[config.mk]
export PLATFORM = sky130hd
export DESIGN_NAME = vector_scalar_reduce
export DESIGN_NICKNAME = d
export VERILOG_FILES = /design/src/rtl/lebug_pkg.sv /design/src/rtl/vector_scalar_reduce_adder_tree.sv /design/src/rtl/vector_scalar_reduce.sv
export SDC_FILE = /design/constraint.sdc
export NUM_CORES = 2
export LEC_CHECK = 0
export ABC_AREA = 0
export CAP_MARGIN = 20
export CORE_ASPECT_RATIO = 1.25
export CORE_MARGIN = 5
export CORE_UTILIZATION = 59
export CTS_BUF_LIST = sky130_fd_sc_hd__clkbuf_8 sky130_fd_sc_hd__clkbuf_16
export CTS_CLUSTER_DIAMETER = 120
export DETAILED_ROUTE_END_ITERATION = 8
export PLACE_DENSITY = 0.84
export RECOVER_POWER = 50
export SYNTH_ARGS = -nofsm -noshare
export SYNTH_HDL_FRONTEND = slang
export SYNTH_SLANG_ARGS = --single-unit
[constraint.sdc]
create_clock -name clk -period 7.2 [get_ports clk]
set_clock_uncertainty 0.15 [all_clocks]
set_input_delay 1.44 -clock clk [delete_from_list [all_inputs] [get_ports clk]]
set_output_delay 1.44 -clock clk [all_outputs]
set_load 0.005 [all_outputs]
[src/rtl/lebug_pkg.sv]
// ----------------------------------------------------------------------------
// lebug_pkg
// Shared types and helpers for vector_scalar_reduce.
//   reduce_op_t  : operation selected per vector (PASS / SUM / ACC, 3 reserved)
//   sideband_t   : per-vector control carried alongside the data pipeline
//   calc_latency : input-to-output latency in cycles for an N-lane reducer
//   normalize_op : folds the reserved encoding onto OP_PASS
// ----------------------------------------------------------------------------
package lebug_pkg;

    typedef enum logic [1:0] {
        OP_PASS = 2'd0,
        OP_SUM  = 2'd1,
        OP_ACC  = 2'd2,
        OP_RSVD = 2'd3
    } reduce_op_t;

    typedef struct packed {
        logic       valid;
        logic       eof;
        reduce_op_t op;
    } sideband_t;

    // log2(N) adder-tree stages plus one output stage.
    function automatic int calc_latency(input int n);
        return $clog2(n) + 1;
    endfunction

    // The reserved encoding behaves exactly like a pass-through.
    function automatic reduce_op_t normalize_op(input logic [1:0] op);
        if (op == OP_SUM) begin
            return OP_SUM;
        end
        if (op == OP_ACC) begin
            return OP_ACC;
        end
        return OP_PASS;
    endfunction

endpackage

[src/rtl/vector_scalar_reduce_adder_tree.sv]
// ----------------------------------------------------------------------------
// adder_tree
// Registered binary adder tree: sums N lanes of DATA_WIDTH bits in $clog2(N)
// clock cycles. Each adder wraps modulo 2^DATA_WIDTH.
//   clk, rst : clock, synchronous active-high reset
//   valid_i  : data_i is valid this cycle
//   data_i   : N packed lanes, lane k at [k*DATA_WIDTH +: DATA_WIDTH]
//   valid_o  : valid_i delayed by $clog2(N) cycles
//   sum_o    : lane sum of the vector that entered $clog2(N) cycles earlier
// ----------------------------------------------------------------------------
module adder_tree #(
    parameter int N          = 8,
    parameter int DATA_WIDTH = 32
) (
    input  logic                    clk,
    input  logic                    rst,
    input  logic                    valid_i,
    input  logic [N*DATA_WIDTH-1:0] data_i,
    output logic                    valid_o,
    output logic [DATA_WIDTH-1:0]   sum_o
);
    localparam int STAGES = $clog2(N);

    // Level 0 is the raw input; level gi holds N >> gi partial sums.
    genvar gi;
    generate
        for (gi = 0; gi <= STAGES; gi++) begin : g_lvl
            localparam int NODES = N >> gi;
            logic [NODES*DATA_WIDTH-1:0] lvl_sum;
            logic                        lvl_vld;

            if (gi == 0) begin : g_leaf
                assign lvl_sum = data_i;
                assign lvl_vld = valid_i;
            end else begin : g_node
                always_ff @(posedge clk) begin
                    if (rst) begin
                        lvl_sum <= '0;
                        lvl_vld <= 1'b0;
                    end else begin
                        lvl_vld <= g_lvl[gi-1].lvl_vld;
                        for (int k = 0; k < NODES; k++) begin
                            lvl_sum[k*DATA_WIDTH +: DATA_WIDTH] <=
                                g_lvl[gi-1].lvl_sum[(2*k)*DATA_WIDTH +: DATA_WIDTH] +
                                g_lvl[gi-1].lvl_sum[(2*k+1)*DATA_WIDTH +: DATA_WIDTH];
                        end
                    end
                end
            end
        end
    endgenerate

    assign sum_o   = g_lvl[STAGES].lvl_sum;
    assign valid_o = g_lvl[STAGES].lvl_vld;

endmodule

[src/rtl/vector_scalar_reduce.sv]
// ----------------------------------------------------------------------------
// vector_scalar_reduce
// Per-vector pass-through, lane summation, or frame accumulation with a fixed
// latency of $clog2(N)+1 cycles regardless of operation. No backpressure.
//   clk, rst   : clock, synchronous active-high reset
//   valid_in   : vector_in / eof_in / op_in valid this cycle
//   eof_in     : last vector of the frame
//   op_in      : reduce_op_t (PASS, SUM, ACC; 3 acts as PASS)
//   vector_in  : N packed lanes of DATA_WIDTH bits
//   valid_out  : vector_out valid this cycle
//   eof_out    : frame end, aligned with valid_out
//   vector_out : pass-through lanes, or result in lane 0 with other lanes zero
// ----------------------------------------------------------------------------
module vector_scalar_reduce
    import lebug_pkg::*;
#(
    parameter int N          = 8,
    parameter int DATA_WIDTH = 32
) (
    input  logic                    clk,
    input  logic                    rst,
    input  logic                    valid_in,
    input  logic                    eof_in,
    input  logic [1:0]              op_in,
    input  logic [N*DATA_WIDTH-1:0] vector_in,
    output logic                    valid_out,
    output logic                    eof_out,
    output logic [N*DATA_WIDTH-1:0] vector_out
);
    localparam int STAGES  = $clog2(N);
    localparam int LATENCY = calc_latency(N);

    generate
        if ((N < 2) || ((N & (N - 1)) != 0)) begin : g_bad_n
            $error("vector_scalar_reduce: N must be a power of two >= 2");
        end
    endgenerate

    // Sideband shift register: entry STAGES-1 lines up with the tree result,
    // entry LATENCY-1 lines up with the output register.
    sideband_t               sb_q   [LATENCY];
    // Raw vector delayed to line up with the tree result for OP_PASS.
    logic [N*DATA_WIDTH-1:0] pass_q [STAGES];

    logic                    tree_valid;
    logic [DATA_WIDTH-1:0]   tree_sum;
    logic [DATA_WIDTH-1:0]   acc_q, acc_d, acc_total;
    logic [N*DATA_WIDTH-1:0] vec_out_q, vec_out_d;

    adder_tree #(
        .N          (N),
        .DATA_WIDTH (DATA_WIDTH)
    ) u_tree (
        .clk     (clk),
        .rst     (rst),
        .valid_i (valid_in),
        .data_i  (vector_in),
        .valid_o (tree_valid),
        .sum_o   (tree_sum)
    );

    always_ff @(posedge clk) begin
        if (rst) begin
            for (int i = 0; i < LATENCY; i++) begin
                sb_q[i] <= '0;
            end
        end else begin
            // Control is zeroed on bubbles so a stray eof_in never travels.
            sb_q[0].valid <= valid_in;
            sb_q[0].eof   <= valid_in & eof_in;
            sb_q[0].op    <= valid_in ? normalize_op(op_in) : OP_PASS;
            for (int i = 1; i < LATENCY; i++) begin
                sb_q[i] <= sb_q[i-1];
            end
        end
    end

    always_ff @(posedge clk) begin
        pass_q[0] <= vector_in;
        for (int i = 1; i < STAGES; i++) begin
            pass_q[i] <= pass_q[i-1];
        end
    end

    // Output stage: the accumulator only moves for valid OP_ACC vectors, so
    // PASS/SUM vectors and bubbles leave a running frame untouched.
    always_comb begin
        acc_total = acc_q + tree_sum;
        acc_d     = acc_q;
        vec_out_d = '0;
        if (tree_valid) begin
            case (sb_q[STAGES-1].op)
                OP_SUM: begin
                    vec_out_d[DATA_WIDTH-1:0] = tree_sum;
                end
                OP_ACC: begin
                    vec_out_d[DATA_WIDTH-1:0] = acc_total;
                    acc_d = sb_q[STAGES-1].eof ? '0 : acc_total;
                end
                default: begin
                    vec_out_d = pass_q[STAGES-1];
                end
            endcase
        end
    end

    always_ff @(posedge clk) begin
        if (rst) begin
            acc_q     <= '0;
            vec_out_q <= '0;
        end else begin
            acc_q     <= acc_d;
            vec_out_q <= vec_out_d;
        end
    end

    // Mid-frame ACC vectors are absorbed; eof is only ever set on valid entries.
    assign valid_out  = sb_q[LATENCY-1].valid &
                        ~((sb_q[LATENCY-1].op == OP_ACC) & ~sb_q[LATENCY-1].eof);
    assign eof_out    = sb_q[LATENCY-1].eof;
    assign vector_out = vec_out_q;

endmodule
==> impl_metrics.prom <==
# TYPE chip_impl_metric gauge
chip_impl_metric{name="via_count",unit=""} 30035
chip_impl_metric{name="final_report_max_slew_violation_count",unit=""} 0
chip_impl_metric{name="synth_xor_area_share",unit="%"} 3.81
chip_impl_metric{name="timing.critical_path.depth",unit=""} 12
chip_impl_metric{name="synth-edff-count",unit=""} 0
chip_impl_metric{name="grt_antenna_before_repair",unit=""} 17
chip_impl_metric{name="pin_slew_with_the_least_headroom_to_its_limit",unit="ps"} 1070
chip_impl_metric{name="post-route-period-util",unit="%"} 69.1
chip_impl_metric{name="route.detailed.wl_per_inst",unit="um"} 20.6
chip_impl_metric{name="initial_core_utilization",unit="%"} 59.4
chip_impl_metric{name="yosys_register_bits",unit=""} 1296
chip_impl_metric{name="grt_overflow",unit=""} 0
chip_impl_info{name="cp-end-kind",value="flip-flop"} 1
chip_impl_metric{name="cp_data_required_time",unit="ps"} 7620
chip_impl_metric{name="drv.max_cap_violation_count",unit=""} 0
chip_impl_info{name="timing.hold.worst.class",value="reg -> reg"} 1
chip_impl_metric{name="cts_setup_buffers",unit=""} 0
chip_impl_metric{name="vertical_die_dimension",unit="um"} 311
chip_impl_metric{name="critical_path.max_fanout",unit=""} 4
chip_impl_metric{name="finalWorstSetupSlack",unit="ps"} 2220
chip_impl_metric{name="r2r_cells",unit=""} 11
chip_impl_info{name="critPathKind",value="in -> reg"} 1
chip_impl_metric{name="relSlewSlack",unit="%"} 28.3
chip_impl_info{name="grt_busiest_layer",value="met2"} 1
chip_impl_metric{name="flow.area_growth_from_synthesis",unit="%"} 23.0
chip_impl_metric{name="clock_sink_count",unit=""} 1296
chip_impl_metric{name="first_iter_violations",unit=""} 2161
chip_impl_metric{name="placementRows",unit=""} 110
chip_impl_metric{name="worst-path-buf-inv",unit=""} 1
chip_impl_metric{name="powerDensity",unit="mW/mm^2"} 308
chip_impl_metric{name="die-area",unit="mm^2"} 0.0780
chip_impl_metric{name="netlist_instances",unit=""} 3859
chip_impl_metric{name="worst-r2r-setup-slack",unit="ps"} 3440
chip_impl_metric{name="route.detailed.vias_per_inst",unit=""} 5.54
chip_impl_metric{name="drive_gt1_share",unit="%"} 5.54
chip_impl_metric{name="area_of_combinational_cells_with_multiple_inputs",unit="mm^2"} 0.0159
chip_impl_metric{name="synth-seq-area-share",unit="%"} 60.7
chip_impl_metric{name="grt_max_degree",unit=""} 131
chip_impl_metric{name="grtUsageMet2",unit="%"} 49.3
chip_impl_info{name="status",value="complete, no violations"} 1
chip_impl_metric{name="drt_drc_violations_left",unit=""} 0
chip_impl_info{name="main_combinational_cell_family_by_area_after_synthesis",value="compound AO/OA/AOI/OAI gates"} 1
chip_impl_info{name="commonest_non_fill_non_tap_cell_in_the_layout",value="dfxtp_1"} 1
chip_impl_info{name="synthFlopType",value="dfxtp_1"} 1
chip_impl_metric{name="top_level_ports",unit=""} 520
chip_impl_metric{name="postCtsResizedCells",unit=""} 0
chip_impl_metric{name="maxClockFrequency",unit="MHz"} 201
chip_impl_metric{name="report.power.total",unit="W"} 0.0162
chip_impl_metric{name="syn-mean-instance-area",unit="um^2"} 11.1
chip_impl_metric{name="clock_insertion_delay_worst_skew",unit="ps"} 680
chip_impl_metric{name="crit_path_max_incr_delay",unit="ps"} 610
chip_impl_metric{name="wl",unit="mm"} 112
chip_impl_metric{name="synth_simple_gate_area_share",unit="%"} 12.4
chip_impl_info{name="dominant_delay_contributor_by_cell_family_on_the_critical_path",value="compound AO/OA/AOI/OAI gates"} 1
chip_impl_metric{name="synth_compound_area_share",unit="%"} 12.8
chip_impl_metric{name="async_reset_ff_share",unit="%"} 0
chip_impl_info{name="critPathLaunch",value="vector_in[96]"} 1
chip_impl_metric{name="yosys_warnings",unit=""} 0
chip_impl_metric{name="io_buffers",unit=""} 519
chip_impl_metric{name="worst_setup_hold_path_clk_slew",unit="ps"} 70
chip_impl_info{name="worst_path_cell_chain",value="dlygate4sd3_1 > ha_1 > fa_1 > a211oi_1 > nor4_1 > nor4_1 > a21oi_1 > a21oi_1 > o21ai_1 > a2111o_1 > a31oi_1 > mux2_2"} 1
chip_impl_metric{name="power_leakage",unit="nW"} 23.4
chip_impl_metric{name="arrival",unit="ps"} 5400
chip_impl_metric{name="final_core_utilization",unit="%"} 73.1
chip_impl_metric{name="cts_hold_repair_buffers",unit=""} 0
chip_impl_metric{name="multiplexer_area_fraction_after_synthesis",unit="%"} 0.521
chip_impl_metric{name="finish.net_count",unit=""} 4884
chip_impl_metric{name="htreeDepth",unit=""} 3
chip_impl_metric{name="fillers",unit=""} 4793
chip_impl_metric{name="wire_length_of_the_first_global_routing_pass",unit="mm"} 171
chip_impl_metric{name="synth_fa_ha_area_share",unit="%"} 7.69
chip_impl_metric{name="netlist-cell-type-count",unit=""} 87
chip_impl_metric{name="grt_pass1_vias",unit=""} 30184
chip_impl_info{name="critPathCapture",value="u_tree.g_lvl[1].lvl_sum[60]"} 1
chip_impl_metric{name="die_width",unit="um"} 251
chip_impl_metric{name="dp_hpwl",unit="mm"} 81.0
chip_impl_info{name="critical_path.slowest_cell",value="dlygate4sd3_1"} 1
chip_impl_metric{name="global_route.usage.met1",unit="%"} 33.2
chip_impl_info{name="root_buffer",value="clkbuf_16"} 1
chip_impl_metric{name="min_period",unit="ps"} 4980
chip_impl_metric{name="groute.layer.met3.usage",unit="%"} 4.82
chip_impl_metric{name="totalNegativeSetupSlack",unit="ps"} 0
chip_impl_metric{name="final_report_setup_violation_count",unit=""} 0
chip_impl_info{name="mostFrequentLayoutCells",value="1296 x dfxtp_1, 337 x nor2_1, 262 x clkdlybuf4s50_1"} 1
chip_impl_metric{name="dp_slack",unit="ps"} 1720
chip_impl_metric{name="detail_route.first_pass.iterations",unit=""} 5
chip_impl_metric{name="postSynthNetCount",unit=""} 4379
chip_impl_metric{name="final_hold_viol_count",unit=""} 0
chip_impl_metric{name="detail-route-antenna-nets",unit=""} 0
chip_impl_info{name="rr_startpoint",value="u_tree.g_lvl[1].lvl_sum[0]"} 1
chip_impl_metric{name="register_area",unit="mm^2"} 0.0259
chip_impl_metric{name="clk_path_buf_depth",unit=""} 3
chip_impl_metric{name="place_congestion",unit=""} 0.926
chip_impl_metric{name="max-vdd-ir-drop",unit="mV"} 0.276
chip_impl_info{name="start_kind",value="primary input"} 1
chip_impl_metric{name="synth_area",unit="mm^2"} 0.0428
chip_impl_metric{name="gr-usage-all-layers",unit="%"} 27.5
chip_impl_info{name="crit-reg2reg-capture",value="u_tree.g_lvl[2].lvl_sum[30]"} 1
chip_impl_info{name="cts_tree",value="built"} 1
chip_impl_metric{name="fp.coreArea",unit="mm^2"} 0.0720
chip_impl_metric{name="numCtsBuffers",unit=""} 111
chip_impl_info{name="unrepaired_setup_endpoints_after_global_routing",value="false"} 1
==> power by group <==
part	internal (W)	switching (W)
logic	0.000912	0.00125
registers	0.00765	0.000226
clock network	0.00352	0.00267
==> flip-flops by register name (all words and copies together), names as in the netlist <==
name,flops
acc_q,32
pass_q,768
sb_q,13
u_tree.g_lvl.lvl_sum,192
u_tree.g_lvl.lvl_vld,2
u_tree.sum_o,32
u_tree.valid_o,1
vector_out,256
==> layer usage <==
metal | share of wire [%] | routed length (um) | vias up
li1 | - | - | 14563
met1 | 40 | 44500 | 14313
met2 | 51 | 57000 | 931
met3 | 5.4 | 6080 | 226
met4 | 3.7 | 4160 | 2
met5 | 0.0063 | 7 | -
==> synth_stat cells (all sizes together) (79+ instances only) <==
library cell	number	area, um^2
a21o	145	1090
a21oi	243	1220
and3	257	1610
clkbuf	128	490
dfxtp	1296	25900
ha	250	3130
inv	93	349
nand2	113	424
nor2	337	1260
o21ai	132	661
xnor2	107	937
xor2	79	692
==> logic make-up (layout without fill, tap and decap cells) <==
logic type / after synthesis / count (layout)
other cells: 0 / 18
flops: 1296 / 1296
compound gates: 830 / 830
xor+xnor: 186 / 186
mux: 20 / 20
fa+ha+maj: 258 / 258
buf+inv: 232 / 829
simple gates: 1037 / 1037
==> worst min path at each step <==
| stage | start | endpoint | slack (ps) | cells after the start |
|---|---|---|---|---|
| 6_report | pass_q[0][77] | pass_q[0][333] | 160 | 0 |
| 2_1_floorplan | pass_q[0][0] | pass_q[0][256] | 160 | 0 |
| 3_5_place_dp | pass_q[0][16] | pass_q[0][272] | 160 | 0 |
| 3_3_place_gp | pass_q[0][140] | pass_q[0][396] | 160 | 0 |
| 4_1_cts | pass_q[0][77] | pass_q[0][333] | 160 | 0 |
| 5_1_grt | pass_q[0][96] | pass_q[0][352] | 170 | 0 |
==> layout make-up <==
type / instances / share of cell area [%]
diodes: 18 / 0.0856
clock buffers: 129 / 5.75
clock inverters: 76 / 1.57
inverters: 93 / 0.673
multi-input cells: 2331 / 30.3
flip-flops and latches: 1296 / 49.3
well taps: 952 / 2.26
repair buffers: 531 / 10.1
==> stage by stage <==
stage,instances,hold WS [ps],cell area [um^2]
final,5426,165,52600
after global placement,5202,160,48700
after detailed placement,5203,162,48700
after global routing,5421,167,52600
after CTS,5408,156,52600
after floorplan,3859,160,42800
No activity file was read; power rests on OpenSTA's default activity.
